### src/rtl/pipeline_hazard_ctrl_if.sv
// rtl/pipeline_hazard_ctrl_if.sv - hazard controller signal bundle; counter ports exist only with HAZARD_PERF_CNT_EN
interface pipeline_hazard_ctrl_if #(
  parameter int RF_AW = 5
);
  logic [RF_AW-1:0] rs1_addr_i;
  logic [RF_AW-1:0] rs2_addr_i;
  logic             rs1_used_i;
  logic             rs2_used_i;
  logic             is_mc_instr_DEC_i;
  logic             illegal_instr_i;
  logic [RF_AW-1:0] rd_addr_DEC_EXE_i;
  logic             rd_we_DEC_EXE_i;
  logic             is_load_instr_DEC_EXE_i;
  logic             is_mc_instr_DEC_EXE_i;
  logic             mc_wb_i;
  logic [RF_AW-1:0] mc_wb_rd_i;
  logic             cond_branch_hit_EXE_i;
  logic             uncond_branch_hit_EXE_i;
  logic             branch_taken_i;
  logic             cond_branch_misprediction_i;
  logic             sys_jump_i;
  logic             mem_stall_i;
  logic             flush2fet_o;
  logic             flush2dec_o;
  logic             flush2exe_o;
  logic             flush2mem_o;
  logic             stall_from_hazard_o;
  logic             stall_all_o;
`ifdef HAZARD_PERF_CNT_EN
  logic [31:0]      stall_cnt_o;
  logic [31:0]      flush_cnt_o;
`endif

  // Pipeline side: drives stage status, receives flush/stall controls
  modport master (
    output rs1_addr_i, rs2_addr_i, rs1_used_i, rs2_used_i,
    output is_mc_instr_DEC_i, illegal_instr_i,
    output rd_addr_DEC_EXE_i, rd_we_DEC_EXE_i, is_load_instr_DEC_EXE_i, is_mc_instr_DEC_EXE_i,
    output mc_wb_i, mc_wb_rd_i,
    output cond_branch_hit_EXE_i, uncond_branch_hit_EXE_i, branch_taken_i, cond_branch_misprediction_i,
    output sys_jump_i, mem_stall_i,
    input  flush2fet_o, flush2dec_o, flush2exe_o, flush2mem_o,
    input  stall_from_hazard_o,
    input  stall_all_o
`ifdef HAZARD_PERF_CNT_EN
    ,
    input  stall_cnt_o,
    input  flush_cnt_o
`endif
  );

  // Controller side
  modport slave (
    input  rs1_addr_i, rs2_addr_i, rs1_used_i, rs2_used_i,
    input  is_mc_instr_DEC_i, illegal_instr_i,
    input  rd_addr_DEC_EXE_i, rd_we_DEC_EXE_i, is_load_instr_DEC_EXE_i, is_mc_instr_DEC_EXE_i,
    input  mc_wb_i, mc_wb_rd_i,
    input  cond_branch_hit_EXE_i, uncond_branch_hit_EXE_i, branch_taken_i, cond_branch_misprediction_i,
    input  sys_jump_i, mem_stall_i,
    output flush2fet_o, flush2dec_o, flush2exe_o, flush2mem_o,
    output stall_from_hazard_o,
    output stall_all_o
`ifdef HAZARD_PERF_CNT_EN
    ,
    output stall_cnt_o,
    output flush_cnt_o
`endif
  );
endinterface

### src/rtl/pipeline_hazard_ctrl.sv
// rtl/pipeline_hazard_ctrl.sv - load-use / mul-div hazard, flush and stall control; HAZARD_PERF_CNT_EN adds perf counters
module pipeline_hazard_ctrl #(
  parameter int RF_AW       = 5,
  parameter int LD_LAT      = 1,
  parameter bit BRANCH_PRED = 1'b1
) (
  input  logic                  clk_i,
  input  logic                  rst_i,
  pipeline_hazard_ctrl_if.slave hz
);
  localparam int NREG = 1 << RF_AW;
  localparam int SH_N = (LD_LAT > 1) ? LD_LAT - 1 : 1;

  logic             br_flush;
  logic             rs1_live;
  logic             rs2_live;
  logic             de_load;
  logic             de_mc;
  logic             de_rs_match;
  logic             shadow_hit;
  logic             ld_use;
  logic             mc_raw;
  logic             mc_busy;
  logic             hazard;
  logic [NREG-1:0]  pending;
  logic [NREG-1:0]  pending_nxt;
  logic [SH_N-1:0]  sh_valid;
  logic [RF_AW-1:0] sh_rd [SH_N];

  // x0 and unused sources can never create a dependency
  assign rs1_live = hz.rs1_used_i && (hz.rs1_addr_i != '0);
  assign rs2_live = hz.rs2_used_i && (hz.rs2_addr_i != '0);

  assign de_load     = hz.is_load_instr_DEC_EXE_i && hz.rd_we_DEC_EXE_i;
  assign de_mc       = hz.is_mc_instr_DEC_EXE_i && hz.rd_we_DEC_EXE_i;
  assign de_rs_match = (rs1_live && (hz.rs1_addr_i == hz.rd_addr_DEC_EXE_i)) ||
                       (rs2_live && (hz.rs2_addr_i == hz.rd_addr_DEC_EXE_i));

  // With a predictor only unpredicted redirects flush; otherwise any taken branch does
  assign br_flush = BRANCH_PRED
                  ? ((hz.branch_taken_i && !hz.cond_branch_hit_EXE_i && !hz.uncond_branch_hit_EXE_i) ||
                     hz.cond_branch_misprediction_i)
                  : hz.branch_taken_i;

  generate
    if (LD_LAT > 1) begin : g_shadow
      // Load shadow: remembers loads that left DEC_EXE but are not yet forwardable
      always_ff @(posedge clk_i) begin
        if (rst_i) begin
          sh_valid <= '0;
          for (int i = 0; i < SH_N; i++) sh_rd[i] <= '0;
        end else if (!hz.mem_stall_i) begin
          if (hz.sys_jump_i) begin
            sh_valid <= '0;
          end else begin
            sh_valid[0] <= de_load;
            sh_rd[0]    <= hz.rd_addr_DEC_EXE_i;
            for (int i = 1; i < SH_N; i++) begin
              sh_valid[i] <= sh_valid[i-1];
              sh_rd[i]    <= sh_rd[i-1];
            end
          end
        end
      end
    end else begin : g_no_shadow
      assign sh_valid = '0;
      assign sh_rd[0] = '0;
    end
  endgenerate

  // Any valid shadow entry matching a live source is a load-use dependency
  always_comb begin
    shadow_hit = 1'b0;
    for (int i = 0; i < SH_N; i++) begin
      if (sh_valid[i] &&
          ((rs1_live && (hz.rs1_addr_i == sh_rd[i])) ||
           (rs2_live && (hz.rs2_addr_i == sh_rd[i])))) begin
        shadow_hit = 1'b1;
      end
    end
  end

  // Scoreboard next state: write-back clears always apply, issue sets only while not frozen; set wins
  always_comb begin
    pending_nxt = pending;
    if (hz.mc_wb_i) pending_nxt[hz.mc_wb_rd_i] = 1'b0;
    if (de_mc && (hz.rd_addr_DEC_EXE_i != '0) && !hz.mem_stall_i)
      pending_nxt[hz.rd_addr_DEC_EXE_i] = 1'b1;
  end

  // Scoreboard register; survives trap redirects because the op still writes back
  always_ff @(posedge clk_i) begin
    if (rst_i) pending <= '0;
    else       pending <= pending_nxt;
  end

  assign ld_use  = (de_load && de_rs_match) || shadow_hit;
  assign mc_raw  = (rs1_live && pending[hz.rs1_addr_i]) ||
                   (rs2_live && pending[hz.rs2_addr_i]) ||
                   (de_mc && de_rs_match);
  assign mc_busy = hz.is_mc_instr_DEC_i && ((|pending) || hz.is_mc_instr_DEC_EXE_i);
  assign hazard  = (ld_use || mc_raw || mc_busy) && !br_flush && !hz.sys_jump_i;

  // Output priority: memory stall freezes everything, then redirects, then hazards
  always_comb begin
    hz.flush2fet_o         = 1'b0;
    hz.flush2dec_o         = 1'b0;
    hz.flush2exe_o         = 1'b0;
    hz.flush2mem_o         = 1'b0;
    hz.stall_from_hazard_o = 1'b0;
    hz.stall_all_o         = 1'b0;
    if (hz.mem_stall_i) begin
      hz.stall_all_o = 1'b1;
    end else begin
      hz.flush2fet_o         = br_flush || hz.sys_jump_i;
      hz.flush2dec_o         = br_flush || hazard || hz.illegal_instr_i || hz.sys_jump_i;
      hz.flush2exe_o         = hz.sys_jump_i;
      hz.flush2mem_o         = hz.sys_jump_i;
      hz.stall_from_hazard_o = hazard;
    end
  end

`ifdef HAZARD_PERF_CNT_EN
  logic [31:0] stall_cnt_q;
  logic [31:0] flush_cnt_q;

  // Free-running wrap-around counters of stall and front-end flush cycles
  always_ff @(posedge clk_i) begin
    if (rst_i) begin
      stall_cnt_q <= '0;
      flush_cnt_q <= '0;
    end else begin
      if (hz.stall_from_hazard_o || hz.stall_all_o) stall_cnt_q <= stall_cnt_q + 32'd1;
      if (hz.flush2fet_o)                           flush_cnt_q <= flush_cnt_q + 32'd1;
    end
  end

  assign hz.stall_cnt_o = stall_cnt_q;
  assign hz.flush_cnt_o = flush_cnt_q;
`endif
endmodule

### src/flat_wrapper.sv
// flat-port wrapper written by rule: the top's interface ports become plain ports
module pipeline_hazard_ctrl_flat 
#(
  parameter int RF_AW       = 5,
  parameter int LD_LAT      = 1,
  parameter bit BRANCH_PRED = 1'b1
)
  (clk_i, rst_i, hz_rs1_addr_i, hz_rs2_addr_i, hz_rs1_used_i, hz_rs2_used_i, hz_is_mc_instr_DEC_i, hz_illegal_instr_i, hz_rd_addr_DEC_EXE_i, hz_rd_we_DEC_EXE_i, hz_is_load_instr_DEC_EXE_i, hz_is_mc_instr_DEC_EXE_i, hz_mc_wb_i, hz_mc_wb_rd_i, hz_cond_branch_hit_EXE_i, hz_uncond_branch_hit_EXE_i, hz_branch_taken_i, hz_cond_branch_misprediction_i, hz_sys_jump_i, hz_mem_stall_i, hz_flush2fet_o, hz_flush2dec_o, hz_flush2exe_o, hz_flush2mem_o, hz_stall_from_hazard_o, hz_stall_all_o);
  pipeline_hazard_ctrl_if #(.RF_AW(RF_AW)) hz_i ();
  input  logic clk_i;
  input  logic rst_i;
  input wire logic [$bits(hz_i.rs1_addr_i)-1:0] hz_rs1_addr_i;
  input wire logic [$bits(hz_i.rs2_addr_i)-1:0] hz_rs2_addr_i;
  input wire logic [$bits(hz_i.rs1_used_i)-1:0] hz_rs1_used_i;
  input wire logic [$bits(hz_i.rs2_used_i)-1:0] hz_rs2_used_i;
  input wire logic [$bits(hz_i.is_mc_instr_DEC_i)-1:0] hz_is_mc_instr_DEC_i;
  input wire logic [$bits(hz_i.illegal_instr_i)-1:0] hz_illegal_instr_i;
  input wire logic [$bits(hz_i.rd_addr_DEC_EXE_i)-1:0] hz_rd_addr_DEC_EXE_i;
  input wire logic [$bits(hz_i.rd_we_DEC_EXE_i)-1:0] hz_rd_we_DEC_EXE_i;
  input wire logic [$bits(hz_i.is_load_instr_DEC_EXE_i)-1:0] hz_is_load_instr_DEC_EXE_i;
  input wire logic [$bits(hz_i.is_mc_instr_DEC_EXE_i)-1:0] hz_is_mc_instr_DEC_EXE_i;
  input wire logic [$bits(hz_i.mc_wb_i)-1:0] hz_mc_wb_i;
  input wire logic [$bits(hz_i.mc_wb_rd_i)-1:0] hz_mc_wb_rd_i;
  input wire logic [$bits(hz_i.cond_branch_hit_EXE_i)-1:0] hz_cond_branch_hit_EXE_i;
  input wire logic [$bits(hz_i.uncond_branch_hit_EXE_i)-1:0] hz_uncond_branch_hit_EXE_i;
  input wire logic [$bits(hz_i.branch_taken_i)-1:0] hz_branch_taken_i;
  input wire logic [$bits(hz_i.cond_branch_misprediction_i)-1:0] hz_cond_branch_misprediction_i;
  input wire logic [$bits(hz_i.sys_jump_i)-1:0] hz_sys_jump_i;
  input wire logic [$bits(hz_i.mem_stall_i)-1:0] hz_mem_stall_i;
  output wire logic [$bits(hz_i.flush2fet_o)-1:0] hz_flush2fet_o;
  output wire logic [$bits(hz_i.flush2dec_o)-1:0] hz_flush2dec_o;
  output wire logic [$bits(hz_i.flush2exe_o)-1:0] hz_flush2exe_o;
  output wire logic [$bits(hz_i.flush2mem_o)-1:0] hz_flush2mem_o;
  output wire logic [$bits(hz_i.stall_from_hazard_o)-1:0] hz_stall_from_hazard_o;
  output wire logic [$bits(hz_i.stall_all_o)-1:0] hz_stall_all_o;
  assign hz_i.rs1_addr_i = hz_rs1_addr_i;
  assign hz_i.rs2_addr_i = hz_rs2_addr_i;
  assign hz_i.rs1_used_i = hz_rs1_used_i;
  assign hz_i.rs2_used_i = hz_rs2_used_i;
  assign hz_i.is_mc_instr_DEC_i = hz_is_mc_instr_DEC_i;
  assign hz_i.illegal_instr_i = hz_illegal_instr_i;
  assign hz_i.rd_addr_DEC_EXE_i = hz_rd_addr_DEC_EXE_i;
  assign hz_i.rd_we_DEC_EXE_i = hz_rd_we_DEC_EXE_i;
  assign hz_i.is_load_instr_DEC_EXE_i = hz_is_load_instr_DEC_EXE_i;
  assign hz_i.is_mc_instr_DEC_EXE_i = hz_is_mc_instr_DEC_EXE_i;
  assign hz_i.mc_wb_i = hz_mc_wb_i;
  assign hz_i.mc_wb_rd_i = hz_mc_wb_rd_i;
  assign hz_i.cond_branch_hit_EXE_i = hz_cond_branch_hit_EXE_i;
  assign hz_i.uncond_branch_hit_EXE_i = hz_uncond_branch_hit_EXE_i;
  assign hz_i.branch_taken_i = hz_branch_taken_i;
  assign hz_i.cond_branch_misprediction_i = hz_cond_branch_misprediction_i;
  assign hz_i.sys_jump_i = hz_sys_jump_i;
  assign hz_i.mem_stall_i = hz_mem_stall_i;
  assign hz_flush2fet_o = hz_i.flush2fet_o;
  assign hz_flush2dec_o = hz_i.flush2dec_o;
  assign hz_flush2exe_o = hz_i.flush2exe_o;
  assign hz_flush2mem_o = hz_i.flush2mem_o;
  assign hz_stall_from_hazard_o = hz_i.stall_from_hazard_o;
  assign hz_stall_all_o = hz_i.stall_all_o;
  pipeline_hazard_ctrl #(.RF_AW(RF_AW), .LD_LAT(LD_LAT), .BRANCH_PRED(BRANCH_PRED)) u_core (.clk_i(clk_i), .rst_i(rst_i), .hz(hz_i));
endmodule
### config.mk
export PLATFORM = sky130hd
export DESIGN_NAME = pipeline_hazard_ctrl_flat
export DESIGN_NICKNAME = d
export VERILOG_FILES = /design/src/rtl/pipeline_hazard_ctrl_if.sv /design/src/rtl/pipeline_hazard_ctrl.sv /design/src/flat_wrapper.sv
export SDC_FILE = /design/constraint.sdc
export NUM_CORES = 1
export LEC_CHECK = 0
export CORE_UTILIZATION = 38
export DETAILED_ROUTE_END_ITERATION = 12
export SETUP_SLACK_MARGIN = 0.02
export SYNTH_ARGS = -nofsm -noshare
export SYNTH_HDL_FRONTEND = slang
export SYNTH_SLANG_ARGS = --single-unit
### constraint.sdc
create_clock -name clk_i -period 2.91 [get_ports clk_i]
set_clock_uncertainty 0.05 [all_clocks]
set_input_delay 0.582 -clock clk_i [delete_from_list [all_inputs] [get_ports clk_i]]
set_output_delay 0.582 -clock clk_i [all_outputs]
set_load 0.05 [all_outputs]
### Word level (Yosys, flattened, before mapping)

Cells that the tools add are included.

| cells by class | value |
|---|---|
| multipliers | 0 |
| shift operators | 0 |
| bitwise gates (word level) | 3 |
| div/mod/pow operators | 0 |
| $add $sub $neg | 0 |
| muxes and demuxes | 15 |
| order comparisons | 6 |
| reductions and logical operators | 39 |
| eq/ne operators | 2 |

Operators with widths:

| kind | count |
|---|---|
| $mux 32 | 2 |
| $and 32x32->32 | 1 |
| $not 32->32 | 1 |
| $or 32x32->32 | 1 |
| $reduce_or 32->1 | 1 |
| $lt 5x6->1 const B | 4 |
| $logic_and 1x1->1 | 19 |
| $reduce_bool 5->1 | 3 |
| $logic_or 1x1->1 | 11 |
| $bmux 1 s5 | 2 |
| $demux 1 s5 | 2 |
| $eq 5x5->1 | 2 |
| $ge 5x1->1 const B | 2 |
| $mux 1 | 9 |
| $logic_not 1->1 | 5 |

| word-level totals | value |
|---|---|
| output and inout port bits | 6 |
| bits in writable memories | 0 |
| bits in latches | 0 |
| bits in registers | 32 |
| input bits | 36 |
| ROM bits | 0 |
| word-level logic and storage cells | 66 |
| memories kept | 0 |

### Depth between registers and ports, before layout

Gate-level depths: netlist (run 1).

| depth | value |
|---|---|
| depth in word-level cells | 14 |
| mapped depth | 7 |
| mapped depth without buffers | 5 |

### Worst setup path before layout (run 1)

Ideal clock, no wire load.

| timing | value |
|---|---|
| path kind | input to output |
| from | input hz_rs1_addr_i[2] |
| to | output hz_stall_from_hazard_o |
| setup slack | -607 ps |
| arrival time | 2885 ps |
| stages | 7 |
| cells stage by stage | buf_6 buf_12 mux2i_1 a211o_1 a311oi_2 nor4_2 a311oi_1 |

| on the way | value |
|---|---|
| longest elaborated chain between the ends | 11 |
| elaborated cells between the ends (all ways) | 17 |
| those cells by class | eq/ne: 1; mux: 3; reduce/logical: 13 |

Ends and longest elaborated chain:

| item | RTL line | RTL |
|---|---|---|
| start: declaration | flat_wrapper.sv:12 | `input wire logic [$bits(hz_i.rs1_addr_i)-1:0] hz_rs1_addr_i;` |
| parallel branches: the longest is 6 deep, another holds $bmux 1 s5 | - |  |
| $logic_or 1x1->1 * (2 in series) | pipeline_hazard_ctrl.sv:102 | `assign hazard = (ld_use \|\| mc_raw \|\| mc_busy) && !br_flush && !hz.sys_jump_i;` |
| $logic_and 1x1->1 * (2 in series) | pipeline_hazard_ctrl.sv:102 |  |
| $mux 1 * | pipeline_hazard_ctrl.sv:112 | `if (hz.mem_stall_i) begin` |
| end: declaration | flat_wrapper.sv:34 | `output wire logic [$bits(hz_i.stall_from_hazard_o)-1:0] hz_stall_from_hazard_o;` |

Mark *: on every way between the ends. The select of a mux whose other input is x is not followed.

### Worst setup path after layout (run 1)

Ends and elaborated chain as after synthesis.

==> reports/qor.txt, run 1 <==
Cells after Synth -> 267
Reg with most FFs -> u_core.pending
Slew Limit Headroom -> 62.2%
first-pass GRT wire length -> 12300 um
hold_buf cts -> 0
Async SR Flop Fraction -> 0%
final worst setup slack -> 70.3 ps
Crit-path slowest cell -> a311oi_2
Fmax -> 0.352 GHz
sequential area share after synthesis -> 28.2%
diode count -> 0
max reg flops -> 32
Routed WL per cell -> 19.9 um
CP peak stage delay -> 320 ps
netlist area before placement -> 0.00227 mm^2
RePlAce Congestion -> 0.980
min Tclk post-route -> 2840 ps
post-synth top area cell -> dfxtp_1
placed cell count -> 389
CP arrival -> 2210 ps
Yosys warnings -> 0
P_int -> 747 uW
post-route ant nets -> 0
# rows -> 27
Critical Path RT -> 2280 ps
crit-path max FO -> 5
critical path's most frequent cell -> a311oi_2
Comb pwr share -> 23.9%
Core ar. -> 0.00564 mm^2
Pwr Total -> 1.04 mW
fin crit share -> 97.6%
Initial Utilization -> 40.2%
DR iter-0 viols -> 150
biggest registers after layout -> u_core.pending x32
Clock Power Share -> 33.6%
vias in the first global route -> 2325
Peak VDD IR -> 336 uV
Psw -> 293 uW
drt drc -> 0
die area -> 0.00629 mm^2
fin. max-slew vios -> 0
# nets final -> 363
height of the die -> 79.3 um
startpoint types -> input pin
Final Setup Violations -> 0
MaxCap Viol Count -> 0
outcome -> complete, no violations
Synth Flop Type -> dfxtp_1
Worst Tran Pin Value -> 564 ps
cell chain of the critical path -> buf_8, buf_4, mux2i_2, a211o_1, a311oi_2, nor4_4, a311oi_2, buf_6
clock latency on the worst-skew pair -> 280 ps
DR pass1 iterations -> 4
P per Cell Area -> 334 mW/mm^2
Reg clk slew, reported paths -> 70 ps
flops & latches, synth -> 32
post-synthesis cell type count -> 48
gr ovfl total -> 0
Synth Area per Inst -> 8.50 um^2
Ports -> 42
initial antenna violation count -> 0
syn nets -> 303
register share of total power -> 42.5%
CP Buf/Inv Count -> 3
CP endpoint kind -> output port
DP Worst Slack -> -391 ps
hpwl dp -> 5740 um
synth top area cells -> dfxtp_1 28%, mux4_2 9.9%, a21oi_1 6.8%
Die Width -> 79.3 um
unrepaired setup endpoints after global routing -> yes
final wirelength -> 7960 um
CTS tree -> built
Post-Layout Cell Count -> 400
DR vias -> 2398
share of cells above drive strength 1 -> 29.0%
top-area cell type share of the netlist area -> 28.2%
worst hold path class -> reg -> reg
worst setup path class -> in -> out
routed vias/inst -> 6.00
GRT Util Overall -> 26.2%
pin count of the biggest net entering global routing -> 33
final hold vios -> 0
leakage -> 1.11 nW
number of synthesized flops with an enable pin -> 0
Switching Fraction -> 28.2%
H-tree depth -> 2
Port Buf Inserts -> 41
Num CTS Buffers -> 5
family with the most delay on the worst path -> compound AO/OA/AOI/OAI gates
Sink Count -> 32
CTS Root Buffer Type -> clkbuf_8
Max Root-Sink Buffers -> 2
P&R area growth vs syn -> 37.2%
## path summary, 6_finish.rpt
kind                                         start                      to  slack (ps)  cells after the start
worst min-delay path             u_core.pending[0]       u_core.pending[0]         460                      1
worst max register to register  u_core.pending[20]      u_core.pending[20]        2020                      2
worst max-delay path              hz_rs1_addr_i[2]  hz_stall_from_hazard_o          70                      8
worst min register to register   u_core.pending[0]       u_core.pending[0]         460                      1
## layer usage
layer	track usage (%)	routed length, um	vias to the layer above
li1	-	-	1121
met3	5.63	763	22
met4	6.91	155	0
met2	45.9	3810	123
met1	32.4	3230	1132
met5	0	0	-
## cells in the final DEF, fill, tap and decap left out, drive strengths merged, types with 5 or more instances in the layout
master,synthesis,routed
xnor2,7,7
mux2i,9,9
clkbuf,8,9
dlygate4sd2,0,6
dfxtp,32,32
o21ai,32,32
a21oi,31,31
nor3b,5,5
nand2,36,36
clkdlybuf4s50,0,17
mux4,12,12
nand3b,8,8
nor4,11,11
buf,11,41
nand3,6,6
nor2,12,12
nor2b,7,7
## kinds of logic (layout without fill, tap and decap cells)
kind of cell / after synthesis / count (layout) / share of synthesized area [%]
mux: 23 / 23 / 17.2
buf+inv: 20 / 81 / 5.73
compound gates: 78 / 78 / 19.8
simple gates: 105 / 105 / 25.5
flops: 32 / 32 / 28.2
xor+xnor: 9 / 9 / 3.47
## worst reg2reg max path, cell delays in order, from the launching register on
cell	delay, ps
dfxtp_1	490
o21ai_0	140
a21oi_1	150
## area by class of cell
cell class,instances,area (um^2)
multi-input combinational,215,1650
clock inverter,2,10.0
clock buffer,6,82.6
sequential,32,641
inverter,1,3.75
fill,521,2530
timing repair buffer,72,634
tap,72,90.1
## what timing repair did
| item | 4_1_cts | 5_1_grt |
|---|---|---|
| resized for setup | 48 | 32 |
| cloned | 1 | 0 |
| pin swaps | 15 | 12 |
| buffers inserted | 2 | 2 |
| endpoints found under the setup margin | 2 | 2 |
## power by group through the flow
| stage | clock network (mW) | registers (mW) | logic (mW) |
|---|---|---|---|
| floorplan | 0 | 0.450 | 0.123 |
| global placement | 0 | 0.452 | 0.226 |
| detailed placement | 0 | 0.452 | 0.226 |
| CTS | 0.355 | 0.442 | 0.235 |
| global route | 0.376 | 0.442 | 0.265 |
| finish | 0.349 | 0.442 | 0.249 |
## through the flow
| step | hold slack [ps] | util, % | TNS (ps) | cell area (um^2) |
|---|---|---|---|---|
| after floorplan | 411 | - | -81.1 | 2280 |
| after global placement | 445 | 50.6 | -771 | 2850 |
| after detailed placement | 439 | 50.6 | -776 | 2850 |
| after CTS | 453 | 53.7 | 0 | 3030 |
| after global routing | 484 | 55.2 | 0 | 3110 |
| final | 456 | 55.2 | 0 | 3110 |
## synthesized netlist by cell type, types with 4 or more instances
cell type  count
nor2b_1        7
o21ai_0       31
mux4_2        10
nand4_1        4
nor3b_1        5
nor2_1        12
nor4_1         9
buf_2          4
clkbuf_1       8
nand3_1        6
dfxtp_1       32
nand3b_1       8
nand2_1       36
mux2i_1        9
xnor2_1        7
a21oi_1       31
Note: power is estimated with default switching activity, not from simulation.
==> run 2: changes to the inputs <==
CELL_PAD_IN_SITES_DETAIL_PLACEMENT = 1   (was unset)
CELL_PAD_IN_SITES_GLOBAL_PLACEMENT = 2   (was unset)
CORE_UTILIZATION = 31   (was 38)
PLACE_DENSITY_LB_ADDON = 0.1   (was unset)
==> reports/qor.txt, run 2 (synthesized netlist as in run 1, its figures left out) <==
Sink Count -> 32
fin crit share -> 97.0%
Crit-path slowest cell -> or4_4
WP depth -> 8
final hold vios -> 0
final core occ -> 45.1%
P&R area growth vs syn -> 38.0%
CP arrival -> 2190 ps
crit-path max FO -> 2
CP peak stage delay -> 520 ps
placed cell count -> 416
dpl cell area -> 0.00291 mm^2
Worst Tran Pin Value -> 582 ps
Reg with most FFs -> u_core.pending
GRT Util Overall -> 22.6%
Hold EP -> u_core.pending[0]
worst r2r src -> u_core.pending[8]
Die Width -> 87.6 um
hpwl dp -> 6430 um
Ports -> 42
Initial Utilization -> 32.7%
CTS Root Buffer Type -> clkbuf_8
Num CTS Buffers -> 5
final hold slack -> 453 ps
CTS tree -> built
FILL cells -> 831
P per Cell Area -> 323 mW/mm^2
drt drc -> 0
clock latency on the worst-skew pair -> 280 ps
Peak VDD IR -> 201 uV
startpoint types -> input pin
leakage -> 1.09 nW
worst hold path class -> reg -> reg
max reg flops -> 32
DR vias -> 2343
CP endpoint kind -> output port
Fmax -> 0.354 GHz
vias in the first global route -> 2377
final wirelength -> 8100 um
height of the die -> 87.6 um
cell chain of the critical path -> dlygate4sd2_1, or4_4, o21ai_4, buf_4, a31oi_1, o211ai_1, a41oi_2, buf_6
unrepaired setup endpoints after global routing -> no
biggest registers after layout -> u_core.pending x32
hold_buf cts -> 0
diode count -> 0
design area -> 0.00313 mm^2
initial antenna violation count -> 0
DR iter-0 viols -> 71
die area -> 0.00767 mm^2
fin. max-slew vios -> 0
gr ovfl total -> 0
Reg clk slew, reported paths -> 70 ps
leading cell types in the layout, fill and taps excluded -> 36 x nand2_1, 36 x buf_4, 32 x dfxtp_1
# nets final -> 367
Reg2Reg Depth -> 2
Slew Limit Headroom -> 61.1%
reg2reg end -> u_core.pending[8]
Core ar. -> 0.00694 mm^2
Final Setup Violations -> 0
share of cells above drive strength 1 -> 27.5%
Max Root-Sink Buffers -> 2
outcome -> complete, no violations
H-tree depth -> 2
pin count of the biggest net entering global routing -> 33
first-pass GRT wire length -> 13000 um
CP Buf/Inv Count -> 3
Critical Path RT -> 2280 ps
final worst setup slack -> 85.9 ps
family with the most delay on the worst path -> buffers and inverters
RePlAce Congestion -> 0.822
min Tclk post-route -> 2820 ps
min-delay src -> u_core.pending[0]
worst setup path class -> in -> out
Routed WL per cell -> 19.0 um
# rows -> 30
WHS Path Cells -> 1
Port Buf Inserts -> 41
post-route ant nets -> 0
routed vias/inst -> 5.49
DR pass1 iterations -> 4
DP Worst Slack -> -536 ps
R2R Setup Slk -> 2060 ps
Post-Layout Cell Count -> 427
MaxCap Viol Count -> 0
## run 2: cell types whose count changed in the layout (fill, tap and decap cells not counted), moves of 2 or more
cell,previous run,this run
buf_2,2,0
buf_4,31,36
clkbuf_2,3,1
dlygate4sd2_1,6,11
dlymetal6s2s_1,4,1
mux2i_1,8,6
mux2i_2,1,3
nor4_2,1,3
nor4_4,3,1
## run 2: layer usage
metal | up-vias | share of wire [%] | global-route usage [%]
met5 | - | 0 | 0
met4 | 0 | 0.91 | 4.77
met3 | 7 | 2.9 | 2.83
met2 | 47 | 47 | 38.1
met1 | 1169 | 49 | 31.0
li1 | 1120 | - | -
## run 2: layout make-up
type                            count  area (um^2)  area share [%]
Tap cell                           96          120            3.83
Sequential cell                    32          641            20.4
Inverter                            1         3.75           0.120
Multi-Input combinational cell    215         1620            51.7
Timing Repair Buffer               76          671            21.4
Clock buffer                        6         72.6            2.32
Clock inverter                      1         5.00           0.160
## run 2: power by group
group          leakage [nW]  switching, mW  internal [mW]
logic                 0.795          0.128          0.119
clock network        0.0410          0.161          0.162
registers             0.258        0.00229          0.440
total                  1.09          0.292          0.721
## run 2: metrics by stage
stage / setup TNS [ps] / total power, mW
global route: 0 / 1.06
CTS: 0 / 1.02
finish: 0 / 1.01
detailed placement: -1050 / 0.685
global placement: -984 / 0.683
floorplan: -81.1 / 0.573
## run 2: timing repair
action / CTS / global route
buffers inserted: 7 / 0
hold endpoints to repair: 0 / 0
gates cloned: 0 / 0
pin swaps: 15 / 15
setup endpoints to repair: 2 / 2
gates resized for setup: 55 / 17
## run 2: worst max path at each step
stage,startpoint,to
4_1_cts,hz_rs1_addr_i[0],hz_stall_from_hazard_o
3_5_place_dp,hz_rs1_addr_i[4],hz_flush2dec_o
2_1_floorplan,hz_rs1_addr_i[2],hz_stall_from_hazard_o
6_report,hz_rs2_addr_i[0],hz_flush2dec_o
3_3_place_gp,hz_rs1_addr_i[4],hz_flush2dec_o
5_1_grt,hz_is_mc_instr_DEC_EXE_i,hz_flush2dec_o
==> run 3: changes to the inputs <==
CORE_MARGIN = 3   (was unset)
GPL_TIMING_DRIVEN = 1   (was unset)
==> reports/qor.txt, run 3 (synthesized netlist as in run 1, its figures left out) <==
outcome -> complete, no violations
Pwr Total -> 1.05 mW
hold_buf cts -> 0
Worst Tran Pin Value -> 660 ps
height of the die -> 91.6 um
final worst setup slack -> 63.5 ps
CP peak stage delay -> 510 ps
gr ovfl total -> 0
unrepaired setup endpoints after global routing -> yes
routed vias/inst -> 5.47
DR iter-0 viols -> 84
CP Buf/Inv Count -> 4
Slew Limit Headroom -> 55.9%
Routed WL per cell -> 20.2 um
met2 routed WL -> 4070 um
final hold vios -> 0
CP endpoint kind -> output port
Ports -> 42
biggest registers after layout -> u_core.pending x32
crit path from -> hz_rs1_addr_i[2]
startpoint types -> input pin
Crit-path slowest cell -> mux4_2
hpwl dp -> 6710 um
diode count -> 0
Sink Count -> 32
WL met3 -> 396 um
drt drc -> 0
Reg with most FFs -> u_core.pending
fin. max-slew vios -> 0
RePlAce Congestion -> 0.834
post-route ant nets -> 0
GRT Util Overall -> 21.0%
Reg2Reg Depth -> 3
# nets final -> 366
WHS Path Cells -> 1
R2R Setup Slk -> 1970 ps
setup TNS -> 0 ps
worst r2r src -> u_core.pending[25]
P per Cell Area -> 334 mW/mm^2
CTS tree -> built
die area -> 0.00838 mm^2
worst hold path class -> reg -> reg
family with the most delay on the worst path -> buffers and inverters
Hold EP -> u_core.pending[0]
worst setup path class -> in -> out
Initial Utilization -> 32.7%
crit-path max FO -> 7
Core ar. -> 0.00694 mm^2
H-tree depth -> 2
cell chain of the critical path -> buf_8, mux4_2, nor2b_2, nor4_2, buf_4, nor4_2, buf_4, a41oi_2, buf_6
met1 wire length -> 4020 um
DR pass1 iterations -> 4
CP arrival -> 2210 ps
Post-Layout Cell Count -> 427
P&R area growth vs syn -> 38.0%
fin crit share -> 97.8%
Max Root-Sink Buffers -> 2
leakage -> 1.12 nW
Final Setup Violations -> 0
DR vias -> 2336
MaxCap Viol Count -> 0
Reg clk slew, reported paths -> 70 ps
min-delay src -> u_core.pending[0]
initial antenna violation count -> 0
share of cells above drive strength 1 -> 27.8%
reg2reg end -> u_core.pending[25]
CTS Root Buffer Type -> clkbuf_8
pin count of the biggest net entering global routing -> 33
Num CTS Buffers -> 5
# rows -> 30
min Tclk post-route -> 2850 ps
placed cell count -> 417
Port Buf Inserts -> 41
Die Width -> 91.6 um
clock latency on the worst-skew pair -> 280 ps
DP Worst Slack -> -603 ps
Fmax -> 0.351 GHz
vias in the first global route -> 2438
leading cell types in the layout, fill and taps excluded -> 36 x nand2_1, 33 x buf_4, 32 x dfxtp_1
Top Metal Used -> met4
final core occ -> 45.1%
most common cell after layout, fill and taps aside -> nand2_1
first-pass GRT wire length -> 13500 um
Critical Path RT -> 2280 ps
Peak VDD IR -> 199 uV
max reg flops -> 32
final wirelength -> 8640 um
-- run 3: repair_timing --
| item | CTS | global route |
|---|---|---|
| pin swaps | 12 | 13 |
| gates resized for setup | 50 | 25 |
| setup buffers | 2 | 1 |
| endpoints found under the setup margin | 2 | 2 |
-- run 3: how the worst max path moves through the flow --
stage,endpoint,slack [ps],cells after the start
finish,hz_flush2dec_o,60,9
global route,hz_flush2dec_o,9,9
detailed placement,hz_flush2dec_o,-600,9
global placement,hz_flush2dec_o,-520,9
floorplan,hz_stall_from_hazard_o,-80,7
CTS,hz_flush2dec_o,7,8
-- run 3: area by class of cell --
class,instances,area (um^2)
Timing Repair Buffer,75,671
Inverter,1,3.75
Fill cell,819,3810
Tap cell,96,120
Clock inverter,2,10.0
Multi-Input combinational cell,215,1610
Clock buffer,6,82.6
Sequential cell,32,641
-- run 3: per-layer routing --
| metal | track usage (%) | vias up |
|---|---|---|
| li1 | - | 1128 |
| met1 | 27.9 | 1141 |
| met2 | 34.6 | 56 |
| met3 | 3.40 | 11 |
| met4 | 6.53 | 0 |
| met5 | 0 | - |
-- run 3: metrics by stage --
stage	cell area, um^2	hold slack (ps)
2_1_floorplan	2280	411
6_report	3130	460
3_5_place_dp	2910	450
5_1_grt	3130	488
4_1_cts	3060	460
3_3_place_gp	2910	443
-- run 3: power breakdown --
part / switching, mW / total, mW / leakage (nW) / internal [mW]
logic: 0.129 / 0.247 / 0.807 / 0.118
clock network: 0.169 / 0.357 / 0.0510 / 0.189
registers: 0.00232 / 0.442 / 0.258 / 0.439
total: 0.300 / 1.05 / 1.12 / 0.746
